File: src/rtl/pwm_deadtime_inserter_pkg.sv
// Shared definitions for the PWM dead-time inserter: state encoding, defaults
// and a small state-class helper.
package pwm_deadtime_inserter_pkg;

   localparam int DT_W_DEF     = 4;
   localparam int MIN_DEAD_DEF = 1;

   typedef enum logic [2:0] {
      ST_OFF     = 3'd0,
      ST_LS_ON   = 3'd1,
      ST_DT_RISE = 3'd2,
      ST_HS_ON   = 3'd3,
      ST_DT_FALL = 3'd4,
      ST_FAULT   = 3'd5
   } state_e;

   function automatic logic is_dead_state(input state_e s);
      return (s == ST_DT_RISE) || (s == ST_DT_FALL);
   endfunction

endpackage

File: src/rtl/pwm_deadtime_inserter_dt_counter.sv
// Dead-band down-counter: loads the effective dead time, decrements while the
// band lasts and flags the last band cycle (count == 1).
module pwm_deadtime_inserter_dt_counter #(
   parameter int DT_W = 4
) (
   input  logic            i_clk,
   input  logic            i_rst,
   input  logic            load_i,
   input  logic            dec_i,
   input  logic [DT_W-1:0] load_val_i,
   output logic            expired_o
);

   logic [DT_W-1:0] cnt_q;
   logic [DT_W-1:0] cnt_d;

   always_comb begin
      cnt_d = cnt_q;
      if (load_i) begin
         cnt_d = load_val_i;
      end else if (dec_i && (cnt_q != '0)) begin
         cnt_d = cnt_q - 1'b1;
      end
   end

   always_ff @(posedge i_clk) begin
      if (i_rst) begin
         cnt_q <= '0;
      end else begin
         cnt_q <= cnt_d;
      end
   end

   assign expired_o = (cnt_q == DT_W'(1));

endmodule

File: src/rtl/pwm_deadtime_inserter.sv
// Converts a single-ended PWM into a complementary high/low-side gate pair with
// a programmable dead band, enable gating and a sticky fault shutdown.
//
//   state      | meaning
//   OFF        | both off, waiting for enable (no fault)
//   LS_ON      | low side driven
//   DT_RISE    | both off, dead band before high side
//   HS_ON      | high side driven
//   DT_FALL    | both off, dead band before low side
//   FAULT      | both off, fault latched until cleared
module pwm_deadtime_inserter
   import pwm_deadtime_inserter_pkg::*;
#(
   parameter int DT_W     = DT_W_DEF,
   parameter int MIN_DEAD = MIN_DEAD_DEF
) (
   input  logic            i_clk,
   input  logic            i_rst,
   input  logic            i_en,
   input  logic            i_pwm,
   input  logic [DT_W-1:0] i_dead,
   input  logic            i_fault,
   input  logic            i_fault_clr,
   output logic            o_hs,
   output logic            o_ls,
   output logic            o_dead,
   output logic            o_fault
);

   localparam logic [DT_W-1:0] MIN_DEAD_V = DT_W'(MIN_DEAD);

   state_e          state_q;
   state_e          state_d;
   logic [DT_W-1:0] deff;
   logic            cnt_load;
   logic            cnt_dec;
   logic            cnt_exp;
   logic            hs_q;
   logic            ls_q;
   logic            dead_q;
   logic            fault_q;

   assign deff = (i_dead < MIN_DEAD_V) ? MIN_DEAD_V : i_dead;

   // A live fault outranks the sticky-fault hold, which in turn outranks disable.
   always_comb begin
      state_d = state_q;
      if (i_fault) begin
         state_d = ST_FAULT;
      end else if (state_q == ST_FAULT) begin
         if (i_fault_clr) begin
            state_d = ST_OFF;
         end
      end else if (!i_en) begin
         state_d = ST_OFF;
      end else begin
         case (state_q)
            ST_OFF:     state_d = i_pwm ? ST_DT_RISE : ST_DT_FALL;
            ST_LS_ON:   if (i_pwm) state_d = ST_DT_RISE;
            ST_DT_RISE: begin
               if (!i_pwm) begin
                  state_d = ST_LS_ON;
               end else if (cnt_exp) begin
                  state_d = ST_HS_ON;
               end
            end
            ST_HS_ON:   if (!i_pwm) state_d = ST_DT_FALL;
            ST_DT_FALL: begin
               if (i_pwm) begin
                  state_d = ST_HS_ON;
               end else if (cnt_exp) begin
                  state_d = ST_LS_ON;
               end
            end
            default:    state_d = ST_OFF;
         endcase
      end
   end

   // No direct DT_RISE<->DT_FALL path exists, so any change into a band is an entry.
   assign cnt_load = is_dead_state(state_d) && !is_dead_state(state_q);
   assign cnt_dec  = is_dead_state(state_d) && (state_d == state_q);

   pwm_deadtime_inserter_dt_counter #(
      .DT_W (DT_W)
   ) u_dt_counter (
      .i_clk      (i_clk),
      .i_rst      (i_rst),
      .load_i     (cnt_load),
      .dec_i      (cnt_dec),
      .load_val_i (deff),
      .expired_o  (cnt_exp)
   );

   always_ff @(posedge i_clk) begin
      if (i_rst) begin
         state_q <= ST_OFF;
         hs_q    <= 1'b0;
         ls_q    <= 1'b0;
         dead_q  <= 1'b0;
         fault_q <= 1'b0;
      end else begin
         state_q <= state_d;
         hs_q    <= (state_d == ST_HS_ON);
         ls_q    <= (state_d == ST_LS_ON);
         dead_q  <= is_dead_state(state_d);
         fault_q <= (state_d == ST_FAULT);
      end
   end

   assign o_hs    = hs_q;
   assign o_ls    = ls_q;
   assign o_dead  = dead_q;
   assign o_fault = fault_q;

endmodule
File: config.mk
export PLATFORM = sky130hd
export DESIGN_NAME = pwm_deadtime_inserter
export DESIGN_NICKNAME = d
export VERILOG_FILES = /design/src/rtl/pwm_deadtime_inserter_pkg.sv /design/src/rtl/pwm_deadtime_inserter_dt_counter.sv /design/src/rtl/pwm_deadtime_inserter.sv
export SDC_FILE = /design/constraint.sdc
export NUM_CORES = 1
export LEC_CHECK = 0
export ABC_CLOCK_PERIOD_IN_PS = 2100
export CAP_MARGIN = 20
export CORE_MARGIN = 8
export CORE_UTILIZATION = 53
export CTS_CLUSTER_DIAMETER = 40
export DETAILED_ROUTE_END_ITERATION = 16
export DONT_BUFFER_PORTS = 1
export GPL_ROUTABILITY_DRIVEN = 0
export PLACE_DENSITY = 0.68
export RECOVER_POWER = 50
export SYNTH_ARGS = -nofsm -noshare
export SYNTH_HDL_FRONTEND = slang
export SYNTH_SLANG_ARGS = --single-unit
File: constraint.sdc
create_clock -name i_clk -period 2.1 [get_ports i_clk]
set_clock_uncertainty 0.05 [all_clocks]
set_input_delay 0.63 -clock i_clk [delete_from_list [all_inputs] [get_ports i_clk]]
set_output_delay 0.63 -clock i_clk [all_outputs]
set_load 0.005 [all_outputs]
==> key figures, run 1 <==
Clocking
  • Clock Latency Late Sink: 270 ps
  • CTS tree: yes
  • Setup Buffers After CTS: 0
  • Clk root buf: clkbuf_4
  • Clock buffer depth: 2
  • Hold buffer count at CTS: 0
  • Clock slew at reported path FFs: about 70 ps
  • TritonCTS Buffers: 3
  • Clock Sinks: 11
  • H-tree Lvls: 1

Floorplan
  • Die area: between 2000 and 3000 µm²
  • Die height: between 50 and 60 µm
  • DIE WIDTH: between 50 and 60 µm
  • Total core area: around 1300 µm²
  • Starting Density: 0.550
  • Row cnt: 13
  • I/O Pins: 14

Synth
  • Average size of a mapped cell: 8.84 µm²
  • FF+latch count, synth: 11
  • Post-synth EDFFs: 0
  • Sequential element share of the synthesized area: 0.315
  • Most numerous cell in the Yosys netlist: dfxtp_1
  • Synth Instances: slightly below 80
  • Yosys top cell area share: 0.315
  • Top cells by area, synth: dfxtp_1 (32%), nor2_1 (4.8%), inv_1 (3.8%)
  • Yosys warning count: 0
  • Syn Nets: about 90
  • Post-synthesis cell type count: 37
  • Synth cell count leaders: dfxtp_1 (11), nor2_1 (9), inv_1 (7)
  • Post-Synthesis Cell Area: roughly 700 µm²
  • Top_reg_cell synth: dfxtp_1
  • Post-synth ARST share: 0
  • Largest area contributor in the netlist: dfxtp_1

Detailed routing
  • Routed length per instance: between 15 and 20 µm
  • TritonRoute pass-1 iters: 4
  • DRC errors left: 0
  • Initial drt markers: 13
  • Vias/cell: between 5 and 6
  • Total wire length: between 1500 and 2000 µm
  • Antenna viol nets, final: 0
  • Vias post-DR: roughly 590

Global route
  • Initial antenna violation count: 0
  • Total global routing overflow: 0
  • First-pass GRT wire length: approximately 2700 µm
  • Largest net degree at the start of global routing: 10
  • Vias in the first global route: 645
  • GR Util All Layers: 0.123

Worst setup path
  • Crit-path max cell delay: roughly 460 ps
  • Worst path top cell family by delay: compound AO/OA/AOI/OAI gates
  • Critical path data required time: around 2300 ps
  • Worst path slowest cell: or4b_4
  • Critical Path Sink Type: register
  • Crit Path Class: register to register
  • Cell Chain, Critical Path: inv_2, ha_4, or4b_4, o32ai_4, o211ai_2, nor4b_4, buf_4, a211o_1, a21oi_2
  • CP max FO: 5
  • Worst EP arrival: between 2000 and 2500 ps
  • WP buf/inv: 2
  • Crit path launch type: register

STA
  • Final Hold Fails: 0
  • Tmin final: 2060 ps
  • Endpoints failing setup: 0
  • RSZ-0062 raised after global routing: yes
  • Slew Viols, Final: 0
  • Fmax: 486 MHz
  • Slew margin rel.: 0.778
  • Setup_tns: 0 ps
  • Worst slew pin tran: ~330 ps
  • Fin crit share: 0.979

Power
  • VDD IR max: between 300 and 400 µV
  • Final Power: 0.000474 W
  • Pwr/cell area: 568 nW/µm²
  • Leakage power: 0.308 nW

Placed design
  • IO Port Bufs: 0
  • DP HPWL: approximately 1200 µm

Cells and area
  • Layout cells sized above 1: 0.314
  • Final core utilization: 0.657
  • Syn-to-layout area delta: 19.4%
  • Diodes inserted: 0
  • Final net count: between 90 and 100

Status
  • Outcome: complete, no violations

Job
  • Max Cap Viol: 0

Hold path
  • Hold crit path type: primary input to register
==> worst paths after layout <==
check	startpoint	to	slack, ps	cells past startpoint
setup / recovery	u_dt_counter.cnt_q[1]	u_dt_counter.cnt_q[2]	40	9
hold / removal	i_rst	u_dt_counter.cnt_q[2]	360	1
hold reg to reg	u_dt_counter.cnt_q[2]	u_dt_counter.cnt_q[2]	580	3
setup reg to reg	u_dt_counter.cnt_q[1]	u_dt_counter.cnt_q[2]	40	9
==> routing by layer <==
metal | global-route usage | wire length (µm) | share of wire
met1 | 0.130 | 689 | 0.44
met2 | 0.206 | 780 | 0.50
met3 | 0.0369 | 81 | 0.052
met4 | 0.0776 | 14 | 0.0089
met5 | 0 | 0 | 0
==> stage by stage <==
step	cell area (µm²)	std cells	hold WS, ps	setup slack, ps
after CTS	801	101	359	5.65
after detailed placement	747	97	566	-103
after global placement	747	97	564	41.7
after global routing	833	101	357	-30.8
after floorplan	698	79	507	-9.36
final	833	101	365	44.2
==> worst reg2reg max path, stage by stage, from the launching register on <==
cell	delay [ps]
dfxtp_2	330
inv_2	70
ha_4	110
or4b_4	470
o32ai_4	110
o211ai_2	150
nor4b_4	170
buf_4	170
a211o_1	260
a21oi_2	120
==> kinds of logic (layout without fill, tap and decap cells) <==
group	count (synthesis)	after routing	share of synthesized area
AND/OR/NAND/NOR	32	32	0.299
XOR/XNOR	2	2	0.0251
flip-flops	11	11	0.315
multiplexers	1	1	0.0161
AO/OA/AOI/OAI	19	19	0.228
buffers and inverters	12	19	0.0806
adder cells (fa/ha/maj)	2	2	0.0358
==> layout by cell type (no fill, tap or decap), types with 2 or more instances in the layout <==
cell type and instances:
o21ai_0 2, nand2_1 3, nor2_1 9, nand2b_1 2
buf_4 8, a211o_1 2, nor2b_1 3, inv_1 6
xnor2_1 2, dfxtp_1 9, a21oi_2 2, a31oi_1 2
clkbuf_4 3, dfxtp_2 2, nor3_1 5
==> where the power goes <==
| group | internal, W | leakage (nW) | switching, W |
|---|---|---|---|
| clock network | 0.0000734 | 0.0150 | 0.0000681 |
| registers | 0.000221 | 0.0911 | 0.0000124 |
| logic | 0.0000506 | 0.202 | 0.0000478 |
| total | 0.000345 | 0.308 | 0.000128 |
==> cell type report <==
| class | instances | area [µm²] |
|---|---|---|
| clock buffer | 4 | 26.3 |
| inverter | 7 | 26.3 |
| fill | 112 | 435 |
| tap | 15 | 18.8 |
| timing repair buffer | 8 | 60.1 |
| sequential | 11 | 223 |
| multi-input combinational | 56 | 479 |
==> sequential cells by signal, summed over array words and instances, names as in the netlist <==
register / count
o_fault: 1
u_dt_counter.cnt_q: 4
state_q: 3
o_hs: 1
o_ls: 1
o_dead: 1
==> timing repair <==
| action | in CTS | in global routing |
|---|---|---|
| setup endpoints to repair | 3 | 4 |
| pin swaps | 4 | 2 |
| resized for setup | 7 | 5 |
(Power assumes the default switching activity.)
==> run 2, diff against run 1 <==
Settings changed: SLEW_MARGIN from default to 10.
==> results of run 2 <==
Final layout, timing and power as in run 1 (identical DEF).
